**src/rtl/score_evaluator_multi_if.sv**
```systemverilog
// score_evaluator_multi_if
// Groups every game-side signal of the score evaluator into one bundle.
//   master : drives the game inputs (restart, game over, guess, mole set)
//            and observes the evaluator outputs.
//   slave  : the evaluator itself; consumes the inputs and drives the
//            score, high score, streak, result pulses and lockout status.
// Signals:
//   i_restart_game, i_game_over   game control levels
//   eval_now, user_guess          guess strobe and hole index
//   mole_mask, mole_change        moles currently up, mole-set replacement
//   score, high_score, streak     counters shown on the display
//   guess_correct, guess_wrong    one-cycle result pulses
//   guess_now, blocked            guess acceptance / lockout indicators
interface score_evaluator_multi_if #(
   parameter int NUM_HOLES = 8,
   parameter int GUESS_W   = 3,
   parameter int SCORE_W   = 8,
   parameter int STREAK_W  = 4
);
   logic                 i_restart_game;
   logic                 i_game_over;
   logic                 eval_now;
   logic [GUESS_W-1:0]   user_guess;
   logic [NUM_HOLES-1:0] mole_mask;
   logic                 mole_change;
   logic [SCORE_W-1:0]   score;
   logic [SCORE_W-1:0]   high_score;
   logic [STREAK_W-1:0]  streak;
   logic                 guess_correct;
   logic                 guess_wrong;
   logic                 guess_now;
   logic                 blocked;

   modport master (
      output i_restart_game, i_game_over, eval_now, user_guess, mole_mask, mole_change,
      input  score, high_score, streak, guess_correct, guess_wrong, guess_now, blocked
   );

   modport slave (
      input  i_restart_game, i_game_over, eval_now, user_guess, mole_mask, mole_change,
      output score, high_score, streak, guess_correct, guess_wrong, guess_now, blocked
   );
endinterface

```
**src/rtl/score_evaluator_multi.sv**
```systemverilog
// score_evaluator_multi
// Whack-a-mole score evaluator for NUM_HOLES holes with several moles up at
// once. Each mole appearance is scored at most once (tracked in hit_mask,
// cleared whenever the mole set is replaced). Hits earn +1, or +2 once the
// streak reaches STREAK_BONUS_AT. A miss resets the streak and either locks
// guessing out for BLOCK_CYCLES cycles (PENALTY_MODE=0) or costs one point
// (PENALTY_MODE=1). The best final score is kept until rst.
// Ports:
//   clk  rising-edge system clock
//   rst  asynchronous active-high reset, clears everything incl. high_score
//   bus  score_evaluator_multi_if slave modport (game inputs, all outputs)
// All outputs are registered; a guess result appears one cycle after eval_now.
module score_evaluator_multi #(
   parameter int NUM_HOLES       = 8,
   parameter int GUESS_W         = 3,
   parameter int SCORE_W         = 8,
   parameter int STREAK_W        = 4,
   parameter int STREAK_BONUS_AT = 3,
   parameter int PENALTY_MODE    = 0,
   parameter int BLOCK_CYCLES    = 100000000,
   parameter int CNT_W           = 27
) (
   input logic                     clk,
   input logic                     rst,
   score_evaluator_multi_if.slave  bus
);

   typedef enum logic [1:0] {PLAY, BLOCKED, OVER} state_t;

   localparam logic [SCORE_W-1:0]  SCORE_MAX  = '1;
   localparam logic [STREAK_W-1:0] STREAK_MAX = '1;
   localparam logic [STREAK_W:0]   BONUS_AT   = (STREAK_W+1)'(STREAK_BONUS_AT);
   localparam logic [CNT_W-1:0]    COUNT_LAST = CNT_W'(BLOCK_CYCLES - 1);

   state_t               state_r, state_nxt;
   logic [SCORE_W-1:0]   score_r, score_nxt;
   logic [SCORE_W-1:0]   high_r, high_nxt;
   logic [STREAK_W-1:0]  streak_r, streak_nxt;
   logic [NUM_HOLES-1:0] hit_mask_r, hit_mask_nxt;
   logic [CNT_W-1:0]     count_r, count_nxt;
   logic                 correct_r, correct_nxt;
   logic                 wrong_r, wrong_nxt;
   logic                 guess_now_r, guess_now_nxt;
   logic                 blocked_r, blocked_nxt;

   logic [NUM_HOLES-1:0] guess_onehot;
   logic                 is_hit;
   logic                 is_repeat;
   logic [SCORE_W:0]     score_sum;

   // Decode the guess into a one-hot hole vector; indices at or above
   // NUM_HOLES decode to all zeros and therefore always classify as a miss.
   always_comb begin
      guess_onehot = '0;
      for (int i = 0; i < NUM_HOLES; i++) begin
         if (bus.user_guess == GUESS_W'(i)) guess_onehot[i] = 1'b1;
      end
   end

   assign is_hit    = |(guess_onehot & bus.mole_mask & ~hit_mask_r);
   assign is_repeat = |(guess_onehot & bus.mole_mask & hit_mask_r);

   // One extra bit catches overflow so the hit reward can saturate.
   assign score_sum = {1'b0, score_r} +
                      (({1'b0, streak_r} >= BONUS_AT) ? (SCORE_W+1)'(2) : (SCORE_W+1)'(1));

   // Next-state logic: restart beats game over, which beats normal play.
   // A mole change clears hit_mask last so it overrides a bit set by a
   // simultaneous hit.
   always_comb begin
      state_nxt     = state_r;
      score_nxt     = score_r;
      high_nxt      = high_r;
      streak_nxt    = streak_r;
      hit_mask_nxt  = hit_mask_r;
      count_nxt     = count_r;
      correct_nxt   = 1'b0;
      wrong_nxt     = 1'b0;
      guess_now_nxt = guess_now_r;
      blocked_nxt   = blocked_r;

      if (bus.i_restart_game) begin
         state_nxt     = PLAY;
         score_nxt     = '0;
         streak_nxt    = '0;
         hit_mask_nxt  = '0;
         count_nxt     = '0;
         guess_now_nxt = 1'b1;
         blocked_nxt   = 1'b0;
      end else if (bus.i_game_over) begin
         state_nxt     = OVER;
         guess_now_nxt = 1'b0;
         blocked_nxt   = 1'b0;
         if (score_r > high_r) high_nxt = score_r;
      end else begin
         case (state_r)
            PLAY: begin
               if (bus.eval_now) begin
                  if (is_hit) begin
                     score_nxt    = score_sum[SCORE_W] ? SCORE_MAX : score_sum[SCORE_W-1:0];
                     streak_nxt   = (streak_r == STREAK_MAX) ? STREAK_MAX : streak_r + 1'b1;
                     hit_mask_nxt = hit_mask_r | guess_onehot;
                     correct_nxt  = 1'b1;
                  end else if (!is_repeat) begin
                     streak_nxt = '0;
                     wrong_nxt  = 1'b1;
                     if (PENALTY_MODE == 0) begin
                        state_nxt     = BLOCKED;
                        count_nxt     = '0;
                        guess_now_nxt = 1'b0;
                        blocked_nxt   = 1'b1;
                     end else if (score_r != '0) begin
                        score_nxt = score_r - 1'b1;
                     end
                  end
               end
            end
            BLOCKED: begin
               if (count_r == COUNT_LAST) begin
                  state_nxt     = PLAY;
                  count_nxt     = '0;
                  guess_now_nxt = 1'b1;
                  blocked_nxt   = 1'b0;
               end else begin
                  count_nxt = count_r + 1'b1;
               end
            end
            default: begin
               state_nxt = OVER;
            end
         endcase
      end

      if (bus.mole_change) hit_mask_nxt = '0;
   end

   // State register; guess_now comes out of reset high because play starts
   // immediately.
   always_ff @(posedge clk or posedge rst) begin
      if (rst) begin
         state_r     <= PLAY;
         score_r     <= '0;
         high_r      <= '0;
         streak_r    <= '0;
         hit_mask_r  <= '0;
         count_r     <= '0;
         correct_r   <= 1'b0;
         wrong_r     <= 1'b0;
         guess_now_r <= 1'b1;
         blocked_r   <= 1'b0;
      end else begin
         state_r     <= state_nxt;
         score_r     <= score_nxt;
         high_r      <= high_nxt;
         streak_r    <= streak_nxt;
         hit_mask_r  <= hit_mask_nxt;
         count_r     <= count_nxt;
         correct_r   <= correct_nxt;
         wrong_r     <= wrong_nxt;
         guess_now_r <= guess_now_nxt;
         blocked_r   <= blocked_nxt;
      end
   end

   assign bus.score         = score_r;
   assign bus.high_score    = high_r;
   assign bus.streak        = streak_r;
   assign bus.guess_correct = correct_r;
   assign bus.guess_wrong   = wrong_r;
   assign bus.guess_now     = guess_now_r;
   assign bus.blocked       = blocked_r;

endmodule

```
**src/flat_wrapper.sv**
```systemverilog
// flat-port wrapper written by rule: the top's interface ports become plain ports
module score_evaluator_multi_flat 
#(
   parameter int NUM_HOLES       = 8,
   parameter int GUESS_W         = 3,
   parameter int SCORE_W         = 8,
   parameter int STREAK_W        = 4,
   parameter int STREAK_BONUS_AT = 3,
   parameter int PENALTY_MODE    = 0,
   parameter int BLOCK_CYCLES    = 100000000,
   parameter int CNT_W           = 27
)
  (clk, rst, bus_i_restart_game, bus_i_game_over, bus_eval_now, bus_user_guess, bus_mole_mask, bus_mole_change, bus_score, bus_high_score, bus_streak, bus_guess_correct, bus_guess_wrong, bus_guess_now, bus_blocked);
  score_evaluator_multi_if #(.NUM_HOLES(NUM_HOLES), .GUESS_W(GUESS_W), .SCORE_W(SCORE_W), .STREAK_W(STREAK_W)) bus_i ();
  input logic clk;
  input logic rst;
  input wire logic [$bits(bus_i.i_restart_game)-1:0] bus_i_restart_game;
  input wire logic [$bits(bus_i.i_game_over)-1:0] bus_i_game_over;
  input wire logic [$bits(bus_i.eval_now)-1:0] bus_eval_now;
  input wire logic [$bits(bus_i.user_guess)-1:0] bus_user_guess;
  input wire logic [$bits(bus_i.mole_mask)-1:0] bus_mole_mask;
  input wire logic [$bits(bus_i.mole_change)-1:0] bus_mole_change;
  output wire logic [$bits(bus_i.score)-1:0] bus_score;
  output wire logic [$bits(bus_i.high_score)-1:0] bus_high_score;
  output wire logic [$bits(bus_i.streak)-1:0] bus_streak;
  output wire logic [$bits(bus_i.guess_correct)-1:0] bus_guess_correct;
  output wire logic [$bits(bus_i.guess_wrong)-1:0] bus_guess_wrong;
  output wire logic [$bits(bus_i.guess_now)-1:0] bus_guess_now;
  output wire logic [$bits(bus_i.blocked)-1:0] bus_blocked;
  assign bus_i.i_restart_game = bus_i_restart_game;
  assign bus_i.i_game_over = bus_i_game_over;
  assign bus_i.eval_now = bus_eval_now;
  assign bus_i.user_guess = bus_user_guess;
  assign bus_i.mole_mask = bus_mole_mask;
  assign bus_i.mole_change = bus_mole_change;
  assign bus_score = bus_i.score;
  assign bus_high_score = bus_i.high_score;
  assign bus_streak = bus_i.streak;
  assign bus_guess_correct = bus_i.guess_correct;
  assign bus_guess_wrong = bus_i.guess_wrong;
  assign bus_guess_now = bus_i.guess_now;
  assign bus_blocked = bus_i.blocked;
  score_evaluator_multi #(.NUM_HOLES(NUM_HOLES), .GUESS_W(GUESS_W), .SCORE_W(SCORE_W), .STREAK_W(STREAK_W), .STREAK_BONUS_AT(STREAK_BONUS_AT), .PENALTY_MODE(PENALTY_MODE), .BLOCK_CYCLES(BLOCK_CYCLES), .CNT_W(CNT_W)) u_core (.clk(clk), .rst(rst), .bus(bus_i));
endmodule
```
**config.mk**
```make
export PLATFORM = sky130hd
export DESIGN_NAME = score_evaluator_multi_flat
export DESIGN_NICKNAME = d
export VERILOG_FILES = /design/src/rtl/score_evaluator_multi_if.sv /design/src/rtl/score_evaluator_multi.sv /design/src/flat_wrapper.sv
export SDC_FILE = /design/constraint.sdc
export NUM_CORES = 1
export LEC_CHECK = 0
export ABC_AREA = 1
export BUFFER_PORTS_ARGS = -buffer_cell sky130_fd_sc_hd__buf_4
export CAP_MARGIN = 20
export CORE_MARGIN = 2
export CORE_UTILIZATION = 55
export CTS_BUF_LIST = sky130_fd_sc_hd__clkbuf_4
export DETAILED_ROUTE_END_ITERATION = 6
export PLACE_DENSITY_LB_ADDON = 0.12
export SLEW_MARGIN = 20
export SYNTH_ARGS = -nofsm -noshare
export SYNTH_HDL_FRONTEND = slang
export SYNTH_SLANG_ARGS = --single-unit
```
**constraint.sdc**
```tcl
create_clock -name clk -period 2 [get_ports clk]
set_clock_uncertainty 0.05 [all_clocks]
set_input_delay 0.1 -clock clk [delete_from_list [all_inputs] [get_ports clk]]
set_output_delay 0.1 -clock clk [all_outputs]
set_load 0.01 [all_outputs]
```
Word level (Yosys, flattened, before mapping)
Cells that the tools add are included.

word-level totals
  output and inout port bits = 24
  register bits after elaboration = 61
  bits of input ports = 17
  word-level logic and storage cells = 127

cells by class
  reduce and logical (&&, ||, !) cells = 19
  $lt $le $gt $ge = 2
  multiplexer cells = 67
  equal/unequal tests = 20
  $add $sub $neg = 3
  bitwise gates (word level) = 6

operators by type and width
  operator                 number
  $mux W27                 6
  $mux W8                  12
  $pmux W27 S2             1
  $mux W1                  31
  $mux W4                  7
  $add A27 B1 Y27 const B  1
  $eq A27 B27 Y1 const B   1
  $and A8 B8 Y8            3
  $reduce_and A4 Y1        4
  $reduce_or A8 Y1         2
  $mux W2                  7
  $eq A3 B3 Y1 const B     4
  $ne A4 B4 Y1 const B     3
  $reduce_bool A3 Y1       4
  $reduce_and A5 Y1        2
  $add A8 B9 Y9            1
  $ne A3 B3 Y1 const B     3
  $gt A8 B8 Y1             1
  $not A8 Y8               1
  $or A8 B8 Y8             1
  $eq A3 B2 Y1 const B     2
  $ne A3 B2 Y1 const B     2
  $reduce_bool A2 Y1       3
  $add A4 B1 Y4 const B    1
  other kinds (13)         14

Depth between registers and ports, before layout
  depth after elaboration = 11
  depth in mapped cells = 14
  gate-level depth less buffers = 14

Worst setup path before layout
Ideal clock, no wire load.

  kind = flip-flop to flip-flop
  from = register u_core.streak_r[0], in the netlist u_core.bus.streak[0]
  to = register u_core.score_r[2], in the netlist u_core.bus.score[2]
  stages on the path, launching flop included = 15
  setup time = 0.084 ns
  setup slack = -0.237 ns
  arrival time = 2.103 ns
  buffers on the path = 0
  data required time = 1.866 ns
  clock period less this slack = 2.237 ns
  cell sequence = dfrtp_1 ha_1 nor2_1 inv_1 nor2_1 ha_1 fa_1 nand2_1 nor3_1 nand2_1 nor2_1 inv_1 o21ai_0 nand2_1 o21ai_0

between the ends
  word-level cells in the longest chain between the ends = 9

RTL lines
  element                 RTL line                      RTL
  start, declared         score_evaluator_multi.sv:38   logic [STREAK_W-1:0] streak_r, streak_nxt;
  start signal, assigned  score_evaluator_multi.sv:155  streak_r <= streak_nxt;
  $ge A4 B2 Y1            score_evaluator_multi.sv:65   (({1'b0, streak_r} >= BONUS_AT) ? (SCORE_W+1)'(2) : (SCORE_W+1)'(1));
  $mux W2                 score_evaluator_multi.sv:65
  $add A8 B9 Y9           score_evaluator_multi.sv:64   assign score_sum = {1'b0, score_r} +
  $mux W8                 score_evaluator_multi.sv:100  score_nxt = score_sum[SCORE_W] ? SCORE_MAX : score_sum[SCORE_W-1:0];
  $mux W8                 score_evaluator_multi.sv:99   if (is_hit) begin
  $mux W8                 score_evaluator_multi.sv:98   if (bus.eval_now) begin
  $mux W8                 score_evaluator_multi.sv:96   case (state_r)
  $mux W8                 score_evaluator_multi.sv:90   end else if (bus.i_game_over) begin
  $mux W8                 score_evaluator_multi.sv:82   if (bus.i_restart_game) begin
  end signal, assigned    score_evaluator_multi.sv:153  score_r <= score_nxt;
  end, declared           score_evaluator_multi.sv:36   logic [SCORE_W-1:0] score_r, score_nxt;

Every way passes these cells. The select of a mux whose other input is x is not followed.
A chain may end at the register's enable or synchronous reset.

Worst setup path in the final report
  from = register u_core.streak_r[0], in the netlist u_core.bus.streak[0]
  to = register u_core.score_r[4], in the netlist u_core.bus.score[4]

The elaborated chain is that of the path after synthesis.

==> results.py <==
metrics = {
    "worst_setup_path": {
        "end_kind": "register",
        "worstPathMaxFanout": 2,
        "crit_path_start_kind": "register",
        "critPathKind": "reg -> reg",
        "arrival_ps": 2460,
        "required_ps": 2240,
        "reg2reg_slack_ps": -220,
    },
    "floorplan": {
        "die-area_um2": 7609,
        "start_util_pct": 56.39,
        "row_count": 30,
        "die_w_um": 87.23,
        "core-area_um2": 6756,
        "pin_count": 41,
        "die_y_um": 87.23,
    },
    "route": {
        "post_drt_wl_per_cell_um": 14.31,
        "drt_pass1_iterations": 5,
        "dr.first_iter.drc_count": 259,
        "viasPerCell": 5.641,
        "vias": 3892,
        "drc": 0,
        "antenna_left": 0,
        "wl_um": 9871,
    },
    "layout": {
        "final_util_pct": 69.07,
        "syn_to_final_growth_pct": 22.50,
        "nNetsFinal": 636,
        "final_cell_count_no_fill": 690,
        "diodes": 0,
        "fill_cells": 590,
        "postLayoutCellArea_um2": 4667,
        "drive_gt1_share_pct": 20.49,
    },
    "sta": {
        "slew_headroom_pct": 67.71,
        "finalSetupViolations": 8,
        "fin_crit_ps": 2217,
        "setup_ws_ps": -216.9,
        "tightest_slew_ps": 483.7,
        "slew_violations": 0,
        "fin_crit_sh_pct": 110.8,
        "hold_ws_ps": 22.34,
        "finalHoldViolations": 0,
        "max_freq_ghz": 0.4511,
        "rsz0062_at_grt": "yes",
    },
    "clocking": {
        "clk_path_buf_depth": 2,
        "cts_tree": "built",
        "path_clk_slew_ps": 100,
        "clk_latency_ps": 400,
        "cts_root_buf": "clkbuf_4",
        "clock_sinks": 61,
        "cts_buffers": 9,
        "htreeDepth": 3,
    },
    "status": {
        "failed_checks": "negative setup slack",
        "status": "finished, violations left",
    },
    "grt": {
        "grt_overflow": 0,
        "grt_pass1_wl_um": 16160,
        "antenna_found_initial": 0,
        "grt_pass1_vias": 3539,
        "grt_usage_pct": 26.86,
        "grt_max_degree": 42,
    },
    "synth": {
        "synth_top_area_share_pct": 39.41,
        "ys_ff_latch": 61,
        "ys_seq_area_share_pct": 40.10,
        "syn_inst": 530,
        "ys_types": 32,
        "avgSynthCellArea_um2": 7.188,
        "yosys-top-cells-area": "dfrtp_1 (39%), nand2_1 (13%), inv_1 (7.0%)",
        "yosysWarnings": 0,
        "synth_nets": 560,
        "syn_area_um2": 3810,
        "synth_top_area_cell": "dfrtp_1",
    },
    "placement": {
        "dpl_cell_area_um2": 4362,
        "place_congestion": 0.8833,
        "placement.io_buffers": 40,
        "dp_hpwl_um": 6927,
        "dp_cells": 664,
    },
    "run": {
        "drv_cap": 0,
    },
    "pwr": {
        "power_density_nw_per_um2": 582.2,
        "vdd_ir_drop_max_v": 0.0003355,
        "total_power_uw": 2717,
        "p_leak_uw": 0.002167,
    },
    "hold_path": {
        "hold_path.class": "in -> reg",
    },
}
==> final cells by class <==
cell class / count / area (um2) / share of cell area [%]
sequential: 61 / 1528 / 32.73
tap: 80 / 100.1 / 2.145
clock inverter: 4 / 16.27 / 0.3485
inverter: 72 / 270.3 / 5.791
timing repair buffer: 77 / 618.1 / 13.24
clock buffer: 11 / 82.58 / 1.769
multi-input combinational: 385 / 2052 / 43.97
==> through the flow <==
step / worst slack [ps] / setup TNS [ps]
CTS: -189.0 / -1024
finish: -216.9 / -1131
global placement: -194.7 / -912.6
global route: -372.4 / -3298
floorplan: -95.09 / -335.6
detailed placement: -278.9 / -1446
==> logic make-up after synthesis <==
| group | after synthesis | synth area share [%] |
|---|---|---|
| xor+xnor | 13 | 2.989 |
| compound gates | 72 | 10.25 |
| flops | 61 | 40.10 |
| simple gates | 287 | 33.07 |
| fa+ha+maj | 13 | 4.466 |
| buf+inv | 84 | 9.130 |
==> synthesized netlist by cell type, drive strengths merged <==
master  count
nand4      21
nor3       18
buf         7
o31ai       1
o21bai      4
nand3      45
dfstp       1
a31oi       1
nor3b       1
a21oi      11
xor2       13
dfrtp      60
ha         12
nand3b      4
a221oi      1
nor2       55
clkbuf      5
o22ai       1
o211ai      2
nor4        5
a22oi       1
fa          1
o21ai      50
nand2     138
inv        72
==> layer usage <==
layer,up-vias,GRT usage (%),share of wire [%]
met5,-,0,0
met4,0,8.392,1.6
met3,16,3.791,5.3
met2,129,43.65,48
met1,1846,37.37,45
li1,1901,-,-
==> placed cells by master, fill, tap and decap left out, types with 3 or more instances in the layout <==
cell | synthesis | final
o21ai_2 | 1 | 4
nor2_2 | 4 | 10
nand3b_1 | 4 | 4
clkinv_1 | 0 | 3
inv_2 | 1 | 7
clkbuf_4 | 0 | 11
o21ai_0 | 49 | 34
o21bai_1 | 4 | 4
nor2_1 | 51 | 43
dlygate4sd3_1 | 0 | 5
ha_1 | 12 | 9
nand2_1 | 136 | 133
o21ai_1 | 0 | 12
xor2_1 | 13 | 13
inv_1 | 71 | 65
nand4_1 | 21 | 21
nand3_1 | 45 | 43
buf_4 | 2 | 67
dfrtp_1 | 60 | 60
nand2_2 | 2 | 5
nor3_1 | 17 | 15
a21oi_1 | 11 | 10
nor4_1 | 5 | 4
buf_6 | 3 | 4
==> report_power, final <==
group          leakage (uW)  internal (uW)  switching (uW)
clock network     0.0000592            263             436
registers          0.000845           1290            44.4
logic               0.00126            285             402
total               0.00217           1830             882
==> worst paths after layout <==
check                           depth (start not counted)                  from                    to
min in group asynchronous                               3                   rst    u_core.count_r[17]
worst min-delay path                                    4       bus_mole_change  u_core.hit_mask_r[3]
worst max-delay path                                   12  u_core.bus.streak[0]   u_core.bus.score[4]
max in group asynchronous                               4                   rst  u_core.bus.guess_now
worst min register to register                          2  u_core.bus.guess_now  u_core.bus.guess_now
worst max register to register                         12  u_core.bus.streak[0]   u_core.bus.score[4]
==> timing repair <==
item                                    in CTS  in global routing
endpoints found under the setup margin       9                 44
hold buffers                                 5                  0
pin swaps                                    5                  7
resized for setup                           10                 35
gates cloned                                 0                  1
hold endpoints to repair                    26                  0
buffers inserted                             2                  3
==> worst max-delay path, stage by stage (launching register included) <==
cell     delay (ps)
dfrtp_1         400
ha_2            180
nor2_1           80
inv_1            60
nor2_2          130
ha_2            210
fa_2            210
nand2_2          70
buf_4           130
o21ai_0         320
nand3_2         120
nand2_1          70
o21ai_0          70
==> state kept, by name, indices dropped and copies added (netlist names) <==
register                  cells
u_core.bus.high_score         8
u_core.bus.score              8
u_core.bus.guess_now          1
u_core.hit_mask_r             8
u_core.state_r                2
u_core.bus.guess_wrong        1
u_core.bus.blocked            1
u_core.count_r               27
u_core.bus.streak             4
u_core.bus.guess_correct      1
(Power assumes the default switching activity.)
